<file path="src/rtl/echo_pkg.sv">
// Shared types and constants for the echo loopback queue.
// Entries are packed {meth, v}; DELAY_W sizes the head hold timer.
package echo_pkg;

   localparam int DATA_WIDTH = 32;
   localparam int DELAY_W    = 4;

   typedef struct packed {
      logic [DATA_WIDTH-1:0] meth;
      logic [DATA_WIDTH-1:0] v;
   } echo_entry_t;

endpackage

</file>
<file path="src/rtl/echo_fifo.sv">
// In-order entry storage for echo_queue: circular array, wrapping pointers and
// an occupancy counter from which full/empty are derived.
module echo_fifo #(
   parameter int W     = 64,
   parameter int DEPTH = 4,
   localparam int AW   = $clog2(DEPTH),
   localparam int CW   = AW + 1
) (
   input  logic          clk,
   input  logic          rst,
   input  logic          push,
   input  logic [W-1:0]  push_data,
   input  logic          pop,
   output logic          push_acc,
   output logic [W-1:0]  head_data,
   output logic [CW-1:0] count,
   output logic          full,
   output logic          empty
);

   localparam logic [CW-1:0] FULL_CNT = CW'(DEPTH);

   logic [W-1:0]  mem [DEPTH];
   logic [AW-1:0] wr_ptr;
   logic [AW-1:0] rd_ptr;
   logic          do_pop;

   assign full      = (count == FULL_CNT);
   assign empty     = (count == '0);
   assign do_pop    = pop && !empty;
   // A full queue still takes a write when the head leaves in the same cycle;
   // wr_ptr == rd_ptr then, and the head is read before the slot is rewritten.
   assign push_acc  = push && (!full || do_pop);
   assign head_data = mem[rd_ptr];

   always_ff @(posedge clk or posedge rst) begin
      if (rst) begin
         wr_ptr <= '0;
         rd_ptr <= '0;
         count  <= '0;
      end else begin
         if (push_acc)
            wr_ptr <= wr_ptr + AW'(1);
         if (do_pop)
            rd_ptr <= rd_ptr + AW'(1);
         if (push_acc && !do_pop)
            count <= count + CW'(1);
         else if (do_pop && !push_acc)
            count <= count - CW'(1);
      end
   end

   always_ff @(posedge clk) begin
      if (push_acc)
         mem[wr_ptr] <= push_data;
   end

endmodule

</file>
<file path="src/rtl/echo_queue.sv">
// Echo responder queue: captures say/say2 requests (say2 field-swapped) and
// replays each head entry as a heard indication after a programmable hold.
module echo_queue #(
   parameter int DATA_WIDTH = echo_pkg::DATA_WIDTH,
   parameter int DEPTH      = 4,
   parameter int DELAY      = 1
) (
   input  logic                   CLK,
   input  logic                   RST,
   input  logic                   say__ENA,
   input  logic [DATA_WIDTH-1:0]  say_meth,
   input  logic [DATA_WIDTH-1:0]  say_v,
   output logic                   say__RDY,
   input  logic                   say2__ENA,
   input  logic [DATA_WIDTH-1:0]  say2_meth,
   input  logic [DATA_WIDTH-1:0]  say2_v,
   output logic                   say2__RDY,
   output logic                   heard__ENA,
   output logic [DATA_WIDTH-1:0]  heard_meth,
   output logic [DATA_WIDTH-1:0]  heard_v,
   input  logic                   heard__RDY,
   output logic [$clog2(DEPTH):0] count,
   output logic [15:0]            heard_total,
   output logic                   err_collide
);

   import echo_pkg::*;

   localparam int                 EW        = 2 * DATA_WIDTH;
   localparam int                 CW        = $clog2(DEPTH) + 1;
   localparam logic [DELAY_W-1:0] HOLD_INIT = DELAY_W'(DELAY);

   logic [EW-1:0]      push_data;
   logic [EW-1:0]      head_data;
   logic               push;
   logic               push_acc;
   logic               pop;
   logic               full;
   logic               empty;
   logic               head_load;
   logic [DELAY_W-1:0] hold;

   // On a collision the say entry wins; say2 is dropped and flagged.
   assign push      = say__ENA | say2__ENA;
   assign push_data = say__ENA ? {say_meth, say_v} : {say2_v, say2_meth};

   assign say__RDY   = !full;
   assign say2__RDY  = !full;
   assign pop        = !empty && (hold == '0) && heard__RDY;
   assign heard__ENA = pop;
   assign heard_meth = empty ? '0 : head_data[EW-1:DATA_WIDTH];
   assign heard_v    = empty ? '0 : head_data[DATA_WIDTH-1:0];

   // A fresh head appears on enqueue into empty, or when a pop exposes the next entry.
   assign head_load  = (push_acc && empty) || (pop && ((count > CW'(1)) || push_acc));

   echo_fifo #(
      .W     (EW),
      .DEPTH (DEPTH)
   ) u_fifo (
      .clk       (CLK),
      .rst       (RST),
      .push      (push),
      .push_data (push_data),
      .pop       (pop),
      .push_acc  (push_acc),
      .head_data (head_data),
      .count     (count),
      .full      (full),
      .empty     (empty)
   );

   always_ff @(posedge CLK or posedge RST) begin
      if (RST) begin
         hold        <= '0;
         heard_total <= '0;
         err_collide <= 1'b0;
      end else begin
         if (say__ENA && say2__ENA)
            err_collide <= 1'b1;
         if (pop)
            heard_total <= heard_total + 16'd1;
         if (head_load)
            hold <= HOLD_INIT;
         else if (hold != '0)
            hold <= hold - DELAY_W'(1);
      end
   end

endmodule

</file>
<file path="config.mk">
export PLATFORM = sky130hd
export DESIGN_NAME = echo_queue
export DESIGN_NICKNAME = d
export VERILOG_FILES = /design/src/rtl/echo_pkg.sv /design/src/rtl/echo_fifo.sv /design/src/rtl/echo_queue.sv
export SDC_FILE = /design/constraint.sdc
export NUM_CORES = 1
export LEC_CHECK = 0
export CAP_MARGIN = 20
export CORE_AREA = 2 2 149 180
export CTS_CLUSTER_DIAMETER = 150
export DETAILED_ROUTE_END_ITERATION = 10
export DIE_AREA = 0 0 151 182
export PLACE_DENSITY = 0.75
export SKIP_LAST_GASP = 1
export SLEW_MARGIN = 20
export SYNTH_ARGS = -nofsm -noshare
export SYNTH_HDL_FRONTEND = slang
export SYNTH_SLANG_ARGS = --single-unit
</file>
<file path="constraint.sdc">
create_clock -name CLK -period 3.5 [get_ports CLK]
set_clock_uncertainty 0.15 [all_clocks]
set_input_delay 0.7 -clock CLK [delete_from_list [all_inputs] [get_ports CLK]]
set_output_delay 0.7 -clock CLK [all_outputs]
set_load 0.01 [all_outputs]
</file>
==> Word level (Yosys, flattened, before mapping) <==
Memory sizes are Yosys's and may differ from the RTL's.
Cells that the tools add are included.
{ "totals": {"register_bits": 28, "mem_bits_rw": 256, "input_bits": 133, "out_inout_bits": 87, "elab_cells": 46, "n_memories": 1} }
{ "op_classes": {"addsub": 6, "order_cmp": 1, "n_eq_ne": 1, "mux": 9, "bitwise_logic": 1, "n_reduce_logical": 21} }
{ "mem_list": {"columns": ["memory", "words", "word_bits", "read_ports", "rd_ports_with_merged_regs", "write_ports", "line", "rtl"], "rows": [
  ["u_fifo.mem", 4, 64, 1, 0, 1, "echo_fifo.sv:23", "logic [W-1:0] mem [DEPTH];"]
]} }
{ "ops": {"columns": ["operator", "count"], "rows": [
  ["$mux W32", 2],
  ["$mux W64", 1],
  ["$add A16 B1 Y16 const B", 1],
  ["$logic_and A1 B1 Y1", 9],
  ["$mux W4", 2],
  ["$mux W3", 2],
  ["$add A2 B1 Y2 const B", 2],
  ["$logic_not A1 Y1", 4],
  ["$logic_not A4 Y1", 1],
  ["$reduce_bool A2 Y1", 2],
  ["$reduce_bool A4 Y1", 1],
  ["$sub A4 B1 Y4 const B", 1],
  ["$add A3 B1 Y3 const B", 1],
  ["$eq A3 B3 Y1 const B", 1],
  ["$gt A3 B1 Y1 const B", 1],
  ["$logic_not A3 Y1", 1],
  ["$logic_or A1 B1 Y1", 3],
  ["$sub A3 B1 Y3 const B", 1],
  ["$mux W1", 2],
  ["$or A1 B1 Y1", 1]
]} }

==> Depth between registers and ports, before layout <==
{ "depth": {"word_depth": 11, "mapped_depth": 9, "depth_no_buf": 8} }

==> By module <==
Synthesis repeated with hierarchy kept, for this count alone.
{ "unflattened": {"cells_unflattened": 613, "hier_area_um2": 11902.7} }
{ "by_module_without_submodules": {"columns": ["mod", "n_inst", "cells_per_inst", "area_each_um2", "seq_area_each_um2"], "rows": [
  ["echo_fifo", 1, 370, 9656.8, 7862.5],
  ["echo_queue", 1, 243, 2245.9, 525.5]
]} }

==> Worst setup path after synthesis <==
Ideal clock, no wire load.
{ "synth_path": {"path_type": "register -> register", "from": "reg hold[0]", "to": "mem u_fifo.mem[2][0] (enable)", "setup_time_ps": 429, "arrival_time_ps": 2761, "t_required_ps": 2921, "slack_ps": 160, "stages_incl_launch_ff": 6, "path_buffers": 0, "period_less_slack_ps": 3340, "cell_sequence": "dfrtp_1 -> inv_1 -> ha_1 -> nand4bb_4 -> a31oi_2 -> and2_1"} }
{ "synth_between": {"elab_chain_len": 8} }
{ "synth_rtl": {"columns": ["element", "line", "rtl"], "rows": [
  ["start, declared", "echo_queue.sv:41", "logic [DELAY_W-1:0] hold;"],
  ["start signal, assigned", "echo_queue.sv:86", "hold <= hold - DELAY_W'(1);"],
  ["$logic_not A4 Y1", "echo_queue.sv:49", "assign pop = !empty && (hold == '0) && heard__RDY;"],
  ["$logic_and A1 B1 Y1 (2 in series)", "echo_queue.sv:49", null],
  ["$logic_and A1 B1 Y1", "echo_fifo.sv:30", "assign do_pop = pop && !empty;"],
  ["$logic_or A1 B1 Y1", "echo_fifo.sv:33", "assign push_acc = push && (!full || do_pop);"],
  ["$logic_and A1 B1 Y1", "echo_fifo.sv:33", null],
  ["$mux W1", "echo_fifo.sv:54", "if (push_acc)"],
  ["$mux W1 (implied by the code)", "echo_fifo.sv:55", "mem[wr_ptr] <= push_data;"],
  ["end, declared", "echo_fifo.sv:23", null]
]} }
No other way between the ends.

==> Worst setup path after layout <==
{ "layout_path": {"from": "reg u_fifo.rd_ptr[0]", "to": "out heard_meth[11]"} }
{ "layout_between": {"elab_chain_len": 2} }
{ "layout_rtl": {"columns": ["element", "line", "rtl"], "rows": [
  ["start, declared", "echo_fifo.sv:25", "logic [AW-1:0] rd_ptr;"],
  ["start signal, assigned", "echo_fifo.sv:45", "rd_ptr <= rd_ptr + AW'(1);"],
  ["$mem_v2 Z4 W64", null, null],
  ["$mux W32", "echo_queue.sv:51", "assign heard_meth = empty ? '0 : head_data[EW-1:DATA_WIDTH];"],
  ["end, declared", "echo_queue.sv:19", "output logic [DATA_WIDTH-1:0] heard_meth,"]
]} }
No other way between the ends.

==> impl_metrics.yaml <==
run_status:
  status: "finished clean"
cells_and_area:
  area_growth_pct: 31.55
  drive_gt1_share_pct: 24.23
  regArea_um2: 8397
  nFillCells: 1942
  multi_input_area_um2: 3307
  layout_common_cells: "edfxtp_1 (256), clkdlybuf4s50_1 (218), mux2_2 (66), and2_1 (65), mux4_2 (64)"
  final_common_cell: "edfxtp_1"
  antenna_cells: 0
  utilization_pct: 60.44
  nNetsFinal: 1004
worst_setup_path:
  crit_type: "register to output port"
  required_ps: 2650
  critPathMaxFanout: 18
  reg2reg_from: "hold[0]"
  path_cells: "buf_12 -> mux4_2 -> and2_1 -> clkdlybuf4s50_1"
  critical_path.slowest_cell: "dfrtp_4"
  critPathLaunch: "u_fifo.rd_ptr[0]"
  path_delay_family: "buffers and inverters"
  crit_path_max_incr_delay_ps: 540
  cp_num_buf_inv: 2
  endpoint_kind: "output port"
  cp.arrival_ps: 2510
  startpoint_type: "register"
sta:
  tns_ps: 0
  worstMarginPinSlew_ps: 708.1
  rsz0062_at_grt: "false"
  hold_viol_final: 0
  fin_crit_ps: 3357
  slew_headroom_pct: 52.74
  fmax_mhz: 297.9
  finalCritPeriodShare_pct: 95.91
  finalMaxSlewViolations: 0
  setup_violations: 0
global_routing:
  grt_pass1_vias: 6965
  grt_start_max_net_pins: 46
  antenna_found_initial: 0
  grt_use_total_pct: 17.13
  grt_pass1_wl_um: 36210
  gr-total-overflow: 0
clocking:
  clk_pin_slew_ps: 60
  cts_buffers: 27
  cts_tree: "built"
  clock_sinks: 284
  htreeDepth: 1
  cts_root_buf: "clkbuf_16"
  cts_buffer_depth: 3
  clk-insertion-delay-late_ps: 510
  ctsHoldBuffers: 0
floorplan:
  dieWidth_um: 151
  num_rows: 65
  die_area_um2: 27480
  io_pins: 220
  die_h_um: 182
  coreArea_um2: 25860
  initial_core_util_pct: 45.94
synth:
  yosys_warnings: 0
  synth_cell_types: 34
  ys_ff_latch: 284
  yosysTopAreaCell: "edfxtp_1"
  synthesis.nets: 755
  syn_area_per_cell_um2: 19.48
  yosysSeqAreaShare_pct: 70.60
  synth_area_leaders: "edfxtp_1 (65%), mux4_2 (12%), mux2_2 (6.3%)"
  syn_inst: 610
  synth_area_um2: 11880
  synth.top_cell.area_share_pct: 64.70
placed_design:
  portBuffers: 219
  dpl.hpwl_um: 15670
  gp_congestion: 0.7947
flow_run:
  maxCapViolations: 0
route:
  vias_per_cell: 5.222
  ant_nets: 0
  num_vias: 6339
  drc: 0
  first_iter_violations: 249
  routed_wl_um: 23180
  routedWlPerCell_um: 19.09
  drt_pre_antenna_iters: 4
power_and_ir_drop:
  pwr-share-comb_pct: 39.4
  power_density_nw_per_um2: 850.0
  intPower_mw: 9.503
  switching_share_pct: 28.48
  clkPwrFrac_pct: 22.2
  power.switching_mw: 3.783
  pwr-share-seq_pct: 38.4
  max-vdd-ir-drop_v: 0.0003736
  p_leak_nw: 5.360
hold_path:
  hp-class: "register to register"
  hold_path.startpoint: "err_collide"
[power groups by stage]
stage                     sequential, mW  clock (mW)  combinational [mW]
after global placement              5.16           0                5.22
after floorplan                     5.12           0                2.88
after detailed placement            5.21           0                5.29
final                               5.10        2.95                5.24
after CTS                           5.11        3.02                5.37
after global routing                5.18        3.14                5.66
[cell usage after synthesis]
cell,count
nand4bb_4,1
mux2i_1,1
buf_1,1
buf_6,4
edfxtp_1,256
clkbuf_1,8
dfrtp_1,28
nor2b_1,1
a21oi_1,1
a22oi_1,1
buf_4,2
xor2_1,4
nor2_1,8
a21o_1,1
inv_2,1
ha_1,12
a31oi_2,1
nand2b_1,4
xnor2_1,18
nand2_1,12
and4_1,2
nor3_1,2
nor4_2,1
mux2_2,66
buf_2,15
nand3_1,5
mux4_2,64
o21ai_0,3
nor3_4,1
inv_1,7
nand4_1,6
or3_1,1
and3_1,3
and2_1,69
[worst paths after layout]
kind | to | slack, ps | depth (start not counted)
worst max register to register | u_fifo.mem[2][59] | 850 | 6
worst max-delay path | heard_meth[11] | 140 | 4
worst min register to register | err_collide | 310 | 1
worst min-delay path | err_collide | 310 | 1
min in group asynchronous | err_collide | 440 | 2
max in group asynchronous | heard_total[8] | 2180 | 3
[layout make-up]
cell class	count	share of cell area [%]
clock buffers	37	5.035
clock inverters	12	0.8325
inverters	8	0.1921
multi-input cells	288	21.16
flip-flops and latches	284	53.72
well taps	335	2.682
repair buffers	250	16.38
[per-layer routing]
metal | vias up | GRT usage (%) | share of wire [%]
met3 | 42 | 2.915 | 5.7
met5 | - | 0 | 0
met4 | 0 | 5.570 | 2.9
li1 | 2893 | - | -
met1 | 3201 | 20.25 | 39
met2 | 203 | 31.47 | 52
[stage by stage]
step / instance area, um2 / hold slack (ps) / total power [mW] / worst slack [ps] / cells
after floorplan: 11880 / 343.2 / 7.995 / 160.3 / 610
after global placement: 14690 / 289.2 / 10.38 / 402.1 / 1162
after detailed placement: 14690 / 297.5 / 10.50 / 397.2 / 1162
after CTS: 15630 / 312.9 / 13.50 / 93.91 / 1214
after global routing: 15630 / 344.9 / 13.98 / 41.62 / 1214
final: 15630 / 309.4 / 13.29 / 143.1 / 1214
[kinds of logic (layout without fill, tap and decap cells)]
kind of cell | count (synthesis) | count (layout) | share of synthesized area, %
AO/OA/AOI/OAI | 7 | 7 | 0.4001
XOR/XNOR | 22 | 22 | 1.622
adder cells (fa/ha/maj) | 12 | 12 | 1.264
buffers and inverters | 38 | 307 | 1.674
flip-flops | 284 | 284 | 70.60
multiplexers | 131 | 131 | 18.47
AND/OR/NAND/NOR | 116 | 116 | 5.971
[sequential cells by signal, summed over array words and instances (netlist names)]
name and count:
heard_total 16, u_fifo.count 3, u_fifo.wr_ptr 2, err_collide 1, hold 4, u_fifo.mem 256
u_fifo.rd_ptr 2
[what timing repair did]
item	CTS	global route
resized for setup	0	1
buffers inserted	3	0
setup endpoints to repair	52	2
Power figures use the tool's default switching activity.
